<file path="config.mk">
export PLATFORM = sky130hd
export DESIGN_NAME = timer_multi_ch_flat
export DESIGN_NICKNAME = d
export VERILOG_FILES = /design/src/rtl/timer_multi_ch_if.sv /design/src/rtl/timer_multi_ch.sv /design/src/flat_wrapper.sv
export SDC_FILE = /design/constraint.sdc
export NUM_CORES = 1
export LEC_CHECK = 0
export CORE_ASPECT_RATIO = 1.1
export CORE_UTILIZATION = 60
export DETAILED_ROUTE_END_ITERATION = 7
export GPL_ROUTABILITY_DRIVEN = 0
export GPL_TIMING_DRIVEN = 0
export PLACE_DENSITY_LB_ADDON = 0.15
export SKIP_LAST_GASP = 1
export SYNTH_ARGS = -nofsm -noshare
export SYNTH_HDL_FRONTEND = slang
export SYNTH_SLANG_ARGS = --single-unit
</file>
<file path="constraint.sdc">
create_clock -name clk_i -period 5 [get_ports clk_i]
set_input_delay 1.5 -clock clk_i [delete_from_list [all_inputs] [get_ports clk_i]]
set_output_delay 1.5 -clock clk_i [all_outputs]
set_load 0.02 [all_outputs]
</file>
<file path="src/rtl/timer_multi_ch_if.sv">
// Configuration and readback bus between the core's memory-mapped
// config logic (master) and timer_multi_ch (slave).
// cfgWe writes cfgLoad/cfgMode into channel cfgCh; rdVal returns the
// live counter of channel rdCh combinationally.
interface timer_multi_ch_if #(
    parameter int N  = 32,
    parameter int CH = 4
);
    localparam int CW = (CH > 1) ? $clog2(CH) : 1;

    logic          cfgWe;
    logic [CW-1:0] cfgCh;
    logic [N-1:0]  cfgLoad;
    logic          cfgMode;
    logic [CW-1:0] rdCh;
    logic [N-1:0]  rdVal;

    modport master (
        output cfgWe, cfgCh, cfgLoad, cfgMode, rdCh,
        input  rdVal
    );

    modport slave (
        input  cfgWe, cfgCh, cfgLoad, cfgMode, rdCh,
        output rdVal
    );
endinterface

</file>
<file path="src/rtl/timer_multi_ch.sv">
// timer_multi_ch: CH-channel N-bit up-counting timer.
// - Shared free-running prescaler: one tick every presc_i+1 clocks.
// - Per channel: periodic or one-shot mode, registered one-cycle terminal
//   pulse (endPulse_o) and a sticky interrupt flag (irq_o).
// - Load convention: to count X ticks, program load = X-1.
// - pwrOff_i freezes all state and forces endPulse_o/irq_o low.
// - Optional feature macro TIMER_CHAIN_EN: adds chain_i; when chain_i[i]
//   is set (i>0), channel i ticks on the terminal event of channel i-1
//   instead of the prescaler, cascading the two into one long period.
module timer_multi_ch #(
    parameter int N       = 32,
    parameter int CH      = 4,
    parameter int PRESC_W = 8
) (
    input  logic               clk_i,
    input  logic               rst_i,
    input  logic               pwrOff_i,
    input  logic [PRESC_W-1:0] presc_i,
    input  logic [CH-1:0]      en_i,
    input  logic [CH-1:0]      irqClr_i,
`ifdef TIMER_CHAIN_EN
    input  logic [CH-1:0]      chain_i,
`endif
    output logic [CH-1:0]      endPulse_o,
    output logic [CH-1:0]      irq_o,
    timer_multi_ch_if.slave    cfgBus
);

    localparam int CW = (CH > 1) ? $clog2(CH) : 1;

    typedef enum logic [1:0] {
        ST_IDLE  = 2'd0,
        ST_RUN   = 2'd1,
        ST_PAUSE = 2'd2,
        ST_DONE  = 2'd3
    } chState_e;

    logic [PRESC_W-1:0] prescCnt_q;
    logic [PRESC_W-1:0] prescCnt_d;
    logic               prescTick;

    chState_e           state_q [CH];
    chState_e           state_d [CH];
    logic [N-1:0]       cnt_q   [CH];
    logic [N-1:0]       cnt_d   [CH];
    logic [N-1:0]       load_q  [CH];
    logic [N-1:0]       load_d  [CH];
    logic [CH-1:0]      mode_q;
    logic [CH-1:0]      mode_d;
    logic [CH-1:0]      end_q;
    logic [CH-1:0]      end_d;
    logic [CH-1:0]      irq_q;
    logic [CH-1:0]      irq_d;

    logic [CH-1:0]      cfgHit;
    logic [CH-1:0]      chTick;
    logic [CH-1:0]      active;
    logic [CH-1:0]      terminal;

    // Prescaler: wraps on reaching presc_i; '>=' also recovers at once if
    // presc_i is lowered below the running count instead of wrapping at 2^W.
    always_comb begin
        prescTick  = 1'b0;
        prescCnt_d = prescCnt_q;
        if (!pwrOff_i) begin
            if (prescCnt_q >= presc_i) begin
                prescTick  = 1'b1;
                prescCnt_d = '0;
            end else begin
                prescCnt_d = prescCnt_q + PRESC_W'(1);
            end
        end
    end

    // Per-channel tick source, activity and terminal event; a config write
    // to a channel suppresses its terminal event in the same cycle.
    always_comb begin
`ifdef TIMER_CHAIN_EN
        logic prevTerm;
        prevTerm = 1'b0;
`endif
        cfgHit   = '0;
        chTick   = '0;
        active   = '0;
        terminal = '0;
        for (int i = 0; i < CH; i++) begin
            cfgHit[i] = cfgBus.cfgWe && (cfgBus.cfgCh == CW'(i));
            chTick[i] = prescTick;
`ifdef TIMER_CHAIN_EN
            if ((i > 0) && chain_i[i]) begin
                chTick[i] = prevTerm;
            end
`endif
            active[i]   = !pwrOff_i && en_i[i] &&
                          ((state_q[i] == ST_RUN) || (state_q[i] == ST_PAUSE));
            terminal[i] = active[i] && chTick[i] && !cfgHit[i] &&
                          (cnt_q[i] >= load_q[i]);
`ifdef TIMER_CHAIN_EN
            prevTerm    = terminal[i];
`endif
        end
    end

    // Next-state logic per channel. A PAUSE channel with en set counts in
    // the same cycle it returns to RUN, so a pause costs exactly the number
    // of clocks en was low.
    always_comb begin
        for (int i = 0; i < CH; i++) begin
            state_d[i] = state_q[i];
            cnt_d[i]   = cnt_q[i];
            load_d[i]  = load_q[i];
            mode_d[i]  = mode_q[i];
            end_d[i]   = 1'b0;
            irq_d[i]   = irq_q[i];

            if (!pwrOff_i) begin
                if (cfgHit[i]) begin
                    load_d[i]  = cfgBus.cfgLoad;
                    mode_d[i]  = cfgBus.cfgMode;
                    cnt_d[i]   = '0;
                    state_d[i] = ST_IDLE;
                end else begin
                    unique case (state_q[i])
                        ST_IDLE: begin
                            cnt_d[i] = '0;
                            if (en_i[i]) begin
                                state_d[i] = ST_RUN;
                            end
                        end
                        ST_RUN, ST_PAUSE: begin
                            state_d[i] = en_i[i] ? ST_RUN : ST_PAUSE;
                            if (active[i] && chTick[i]) begin
                                if (terminal[i]) begin
                                    cnt_d[i] = '0;
                                    if (mode_q[i]) begin
                                        state_d[i] = ST_DONE;
                                    end
                                end else begin
                                    cnt_d[i] = cnt_q[i] + N'(1);
                                end
                            end
                        end
                        ST_DONE: begin
                            cnt_d[i] = '0;
                        end
                        default: begin
                            state_d[i] = ST_IDLE;
                            cnt_d[i]   = '0;
                        end
                    endcase
                end

                end_d[i] = terminal[i];
                if (terminal[i]) begin
                    irq_d[i] = 1'b1;
                end else if (irqClr_i[i]) begin
                    irq_d[i] = 1'b0;
                end
            end
        end
    end

    // State register with synchronous reset; reset overrides pwrOff_i.
    always_ff @(posedge clk_i) begin
        if (rst_i) begin
            prescCnt_q <= '0;
            mode_q     <= '0;
            end_q      <= '0;
            irq_q      <= '0;
            for (int i = 0; i < CH; i++) begin
                state_q[i] <= ST_IDLE;
                cnt_q[i]   <= '0;
                load_q[i]  <= '0;
            end
        end else begin
            prescCnt_q <= prescCnt_d;
            mode_q     <= mode_d;
            end_q      <= end_d;
            irq_q      <= irq_d;
            for (int i = 0; i < CH; i++) begin
                state_q[i] <= state_d[i];
                cnt_q[i]   <= cnt_d[i];
                load_q[i]  <= load_d[i];
            end
        end
    end

    // Outputs: pulse/flag masked while powered off, live counter readback.
    always_comb begin
        endPulse_o   = pwrOff_i ? '0 : end_q;
        irq_o        = pwrOff_i ? '0 : irq_q;
        cfgBus.rdVal = '0;
        for (int i = 0; i < CH; i++) begin
            if (cfgBus.rdCh == CW'(i)) begin
                cfgBus.rdVal = cnt_q[i];
            end
        end
    end

endmodule

</file>
<file path="src/flat_wrapper.sv">
// flat-port wrapper written by rule: the top's interface ports become plain ports
module timer_multi_ch_flat 
#(
    parameter int N       = 32,
    parameter int CH      = 4,
    parameter int PRESC_W = 8
)
  (clk_i, rst_i, pwrOff_i, presc_i, en_i, irqClr_i, endPulse_o, irq_o, cfgBus_cfgWe, cfgBus_cfgCh, cfgBus_cfgLoad, cfgBus_cfgMode, cfgBus_rdCh, cfgBus_rdVal);
  timer_multi_ch_if #(.N(N), .CH(CH)) cfgBus_i ();
  input  logic clk_i;
  input  logic rst_i;
  input  logic pwrOff_i;
  input  logic [PRESC_W-1:0] presc_i;
  input  logic [CH-1:0] en_i;
  input  logic [CH-1:0] irqClr_i;
  output logic [CH-1:0] endPulse_o;
  output logic [CH-1:0] irq_o;
  input wire logic [$bits(cfgBus_i.cfgWe)-1:0] cfgBus_cfgWe;
  input wire logic [$bits(cfgBus_i.cfgCh)-1:0] cfgBus_cfgCh;
  input wire logic [$bits(cfgBus_i.cfgLoad)-1:0] cfgBus_cfgLoad;
  input wire logic [$bits(cfgBus_i.cfgMode)-1:0] cfgBus_cfgMode;
  input wire logic [$bits(cfgBus_i.rdCh)-1:0] cfgBus_rdCh;
  output wire logic [$bits(cfgBus_i.rdVal)-1:0] cfgBus_rdVal;
  assign cfgBus_i.cfgWe = cfgBus_cfgWe;
  assign cfgBus_i.cfgCh = cfgBus_cfgCh;
  assign cfgBus_i.cfgLoad = cfgBus_cfgLoad;
  assign cfgBus_i.cfgMode = cfgBus_cfgMode;
  assign cfgBus_i.rdCh = cfgBus_rdCh;
  assign cfgBus_rdVal = cfgBus_i.rdVal;
  timer_multi_ch #(.N(N), .CH(CH), .PRESC_W(PRESC_W)) u_core (.clk_i(clk_i), .rst_i(rst_i), .pwrOff_i(pwrOff_i), .presc_i(presc_i), .en_i(en_i), .irqClr_i(irqClr_i), .endPulse_o(endPulse_o), .irq_o(irq_o), .cfgBus(cfgBus_i));
endmodule
</file>
==> After elaboration in Yosys (flattened, before gate mapping) <==
Memories as Yosys holds them, arrays and structs flattened.
Index checks and enable logic that the tools add are counted.
{ "totals": {"elab_cells": 206, "ff_bits": 20, "out_inout_bits": 40, "in_bits": 57, "n_memories": 3, "mem_bits_rw": 264} }
{ "memory_table": {"columns": ["memory", "depth", "word_bits", "rd", "rd_ports_with_merged_regs", "wr", "line", "rtl"], "rows": [
  ["u_core.cnt_q", 4, 32, 4, 0, 4, "timer_multi_ch.sv:44", "logic [N-1:0] cnt_q [CH];"],
  ["u_core.load_q", 4, 32, 4, 0, 4, "timer_multi_ch.sv:46", "logic [N-1:0] load_q [CH];"],
  ["u_core.state_q", 4, 2, 4, 0, 4, "timer_multi_ch.sv:42", "chState_e state_q [CH];"]
]} }
{ "op_classes": {"reduce_logical": 60, "order_cmp": 5, "bitwise_logic": 13, "n_eq_ne": 18, "addsub": 5, "n_mux": 92} }
{ "op_table": {"columns": ["operator", "count"], "rows": [
  ["two-way mux 32 bit", 36],
  ["one-hot mux 32 bit (2 select lines)", 4],
  ["adder 32 x 1 -> 32 bit, second input constant", 4],
  [">= comparator 32 bit", 4],
  ["two-way mux 2 bit", 32],
  ["equality test 2 bit, second input constant", 12],
  ["logical AND 1 bit", 24],
  ["OR reduction 2 bit", 9],
  ["one-hot mux 2 bit (2 select lines)", 4],
  ["AND reduction 2 bit", 8],
  ["two-way mux 1 bit", 13],
  ["equality test 2 x 1 -> 1 bit, second input constant", 6],
  ["logical NOT 2 bit", 6],
  ["bitwise OR 1 bit", 12],
  ["adder 8 x 1 -> 8 bit, second input constant", 1],
  [">= comparator 8 bit", 1],
  ["two-way mux 4 bit", 2],
  ["two-way mux 8 bit", 1],
  ["nonzero test 2 bit", 4],
  ["logical NOT 1 bit", 5],
  ["logical OR 1 bit", 4],
  ["inverter 1 bit", 1]
]} }

==> Depth between registers and ports, before layout <==
{ "depth": {"depth_word": 12, "ltp_mapped": 11, "depth_no_buf": 9} }

==> Worst setup path after synthesis <==
No wires, ideal clock.
{ "synth_timing": {"path_type": "in2out", "start": "input pwrOff_i", "end": "output irq_o[0]", "path_slack_ns": 0.524, "arrival_ns": 2.976, "n_path_buf": 4, "path_stages": 5, "t_required_ns": 3.500, "path_cell_list": "clkbuf_1 -> clkbuf_1 -> buf_1 -> clkbuf_1 -> nor2b_1"} }
{ "synth_via": {"elab_chain_cells": 1} }
{ "synth_rtl": {"columns": ["element", "line", "rtl"], "rows": [
  ["start, declared", "flat_wrapper.sv:12", "input logic pwrOff_i;"],
  ["two-way mux 4 bit", "timer_multi_ch.sv:191", "irq_o = pwrOff_i ? '0 : irq_q;"],
  ["end, declared", "flat_wrapper.sv:17", "output logic [CH-1:0] irq_o;"]
]} }
No other way between the ends.

==> Worst setup path in the final report <==
{ "layout_timing": {"start": "input cfgBus_rdCh[0]", "end": "output cfgBus_rdVal[14]"} }
{ "layout_via": {"elab_chain_cells": 5, "word_cells_on_any_way": 8, "cone_classes": "eq/ne (3); mux (4); reduce/logical (1)"} }
{ "layout_rtl": {"columns": ["element", "line", "rtl"], "rows": [
  ["start, declared", "flat_wrapper.sv:22", "input wire logic [$bits(cfgBus_i.rdCh)-1:0] cfgBus_rdCh;"],
  ["logical NOT 2 bit", "timer_multi_ch.sv:194", "if (cfgBus.rdCh == CW'(i)) begin"],
  ["two-way mux 32 bit (3 in a row)", "timer_multi_ch.sv:194", null],
  ["two-way mux 32 bit *", "timer_multi_ch.sv:194", null],
  ["end, declared", "flat_wrapper.sv:23", "output wire logic [$bits(cfgBus_i.rdVal)-1:0] cfgBus_rdVal;"]
]} }
Mark *: on every way between the ends. The rest lies on a longest branch, timed or not.

==> flow_metrics.py <==
metrics = {
    "detailed_routing": {
        "vias": 16000,
        "via_per_inst": 6.26,
        "drc": 0,
        "drt_iter0_drc": 1535,
        "routed_wl_um": 52200,
        "first_pass_iters": 8,
        "drtAntennaViolNets": 0,
        "wl_per_cell_um": 20.4,
    },
    "worst_setup_path": {
        "crit_required_ps": 3500,
        "critPathCaptureType": "output pin",
        "cp.arrival_ps": 3450,
        "worstPathMaxFanout": 10,
        "cp-start-kind": "input pin",
        "setup.worst_path.class": "input pin to output pin",
    },
    "cts": {
        "cts_made_buffers": 31,
        "numClockSinks": 284,
        "clk_pin_slew_ps": 60,
        "cts_tree": "yes",
        "clkLatencyLatePin_ps": 560,
        "htree_levels": 1,
        "cts_buffer_depth": 3,
        "cts_root_buffer": "clkbuf_16",
        "cts_hold_buf": 0,
    },
    "grt": {
        "grt_pass1_wl_um": 79300,
        "grt_pass1_vias": 15200,
        "overflow": 0,
        "grt_antenna_before_repair": 0,
        "track_usage": 0.362,
        "grt_max_degree": 20,
    },
    "sta": {
        "rsz0062_at_grt": "true",
        "maxSlewViolCount": 0,
        "worst_pin_slew_ps": 958,
        "relSlewSlack": 0.361,
        "finalWorstSetupSlack_ps": 51.2,
        "timing.fmax_mhz": 202,
        "hold_viol_final": 0,
        "fin_crit_sh": 0.990,
        "clock_skew_ps": 19.7,
        "period_minus_slack_ps": 4950,
        "finalSetupViolCount": 0,
        "setup_tns_ps": 0,
    },
    "power": {
        "power.density_nw_per_um2": 272,
        "ir_drop_v": 0.000287,
        "p_leak_nw": 6.84,
    },
    "synthesis": {
        "synthFlopType": "dfxtp_1",
        "netlist_instances": 2050,
        "synth-edff-count": 0,
        "synth.cell_area_um2": 16600,
        "seq_area_frac_synth": 0.342,
        "async_reset_ff_frac": 0,
        "yosysWarnings": 0,
        "synth.avg_cell_area_um2": 8.10,
        "synth_nets": 2256,
        "synth_seq_cells": 284,
        "yosys.cell_types.count": 69,
    },
    "floorplanning": {
        "die-width_um": 161,
        "die_h_um": 176,
        "ios": 97,
        "row_count": 63,
        "start_util": 0.612,
        "fp.coreArea_um2": 27100,
        "dieArea_um2": 28300,
    },
    "place": {
        "pre_cts_ws_ps": -831,
        "port_buffers": 92,
        "dp_hpwl_um": 41000,
    },
    "layout": {
        "final_nets": 2380,
        "area_growth_pct": 14.8,
        "post_route_cells_drive_above_1_share": 0.0551,
    },
    "min_path": {
        "holdCritPathClass": "register to register",
    },
    "job": {
        "cap_violations": 0,
    },
    "status": {
        "status": "finished clean",
    },
}
## timing repair
action,CTS,global route
gates resized for setup,8,6
buffers inserted,0,0
cloned,0,0
endpoints found under the setup margin,37,24
## per-stage QoR
stage / cells / util / cell area (um2) / hold WS [ps] / total power (W)
2_1_floorplan: 2050 / - / 16600 / 436 / 0.00264
3_3_place_gp: 2499 / 0.663 / 18000 / 443 / 0.00281
3_5_place_dp: 2499 / 0.663 / 18000 / 447 / 0.00283
4_1_cts: 2552 / 0.702 / 19000 / 455 / 0.00519
5_1_grt: 2552 / 0.703 / 19100 / 471 / 0.00533
6_report: 2553 / 0.703 / 19100 / 454 / 0.00519
## sequential cells by signal, summed over array words and instances (netlist names)
signal,flops
u_core.mode_q,4
u_core.irq_q,4
u_core.cnt_q,128
u_core.state_q,8
u_core.load_q,128
u_core.prescCnt_q,8
u_core.end_q,4
## worst max-delay path, stage by stage
cell and delay, ps:
clkbuf_1 390, clkbuf_4 400, mux4_2 580, clkdlybuf4s50_1 570
## worst paths after layout
kind / depth (start not counted) / to / start / slack [ps]
max: 4 / cfgBus_rdVal[14] / cfgBus_rdCh[0] / 50
min: 2 / u_core.load_q[0][109] / u_core.load_q[0][109] / 450
max reg2reg: 11 / u_core.cnt_q[1][25] / u_core.cnt_q[1][0] / 1480
min reg2reg: 2 / u_core.load_q[0][109] / u_core.load_q[0][109] / 450
## power breakdown
part / leakage, nW / switching, W / internal (W)
clock network: 0.519 / 0.000930 / 0.00147
logic: 4.02 / 0.000324 / 0.000154
registers: 2.29 / 0.0000234 / 0.00229
total: 6.84 / 0.00128 / 0.00391
## cell usage in the layout (no fill, tap or decap), types with 17 or more instances in the layout
cell,Yosys,final
a211oi_1,41,40
a21o_1,17,17
a21oi_1,203,203
and3_1,29,29
clkbuf_1,88,92
clkbuf_16,0,31
clkdlybuf4s50_1,0,92
dfxtp_1,284,284
ha_1,149,149
inv_1,180,180
mux4_2,32,32
nand2_1,371,371
nand3_1,73,73
nand4_1,47,47
nor2_1,94,94
nor2b_1,17,17
nor3_1,50,50
o211ai_1,18,18
o21ai_0,48,48
or3_1,21,21
xnor2_1,49,49
xor2_1,33,33
## logic make-up after synthesis
family                   Yosys count  synth area share
flip-flops                       284             0.342
AND/OR/NAND/NOR                  771             0.216
adder cells (fa/ha/maj)          149             0.112
XOR/XNOR                          82            0.0432
multiplexers                      34            0.0446
AO/OA/AOI/OAI                    447             0.177
buffers and inverters            283            0.0647
## Yosys cell counts, types with 15 or more instances
cell type	instances	area, um2
a211oi_1	41	308
a21o_1	17	128
a21oi_1	203	1020
and3_1	29	181
clkbuf_1	88	330
dfxtp_1	284	5690
ha_1	149	1860
inv_1	180	676
mux4_2	32	721
nand2_1	371	1390
nand3_1	73	365
nand4_1	47	294
nor2_1	94	353
nor2b_1	17	106
nor3_1	50	250
nor4_1	15	93.8
o2111ai_1	16	140
o211ai_1	18	135
o21ai_0	48	240
or3_1	21	131
xnor2_1	49	429
xor2_1	33	289
## layout make-up
| type | instances | area, um2 |
|---|---|---|
| timing repair buffer | 92 | 921 |
| fill | 2220 | 8060 |
| inverter | 180 | 676 |
| buffer | 102 | 410 |
| clock buffer | 47 | 926 |
| clock inverter | 7 | 138 |
| tap | 357 | 447 |
| multi-input combinational | 1483 | 9850 |
| antenna | 1 | 2.50 |
| sequential | 284 | 5690 |
## layer usage
metal | track usage | vias to the layer above | wire, um
met5 | 0 | - | 0
li1 | - | 7470 | -
met3 | 0.0648 | 170 | 4840
met1 | 0.430 | 7527 | 19900
met2 | 0.621 | 817 | 24700
met4 | 0.191 | 0 | 2700
Note: power is estimated with default switching activity, not from simulation.
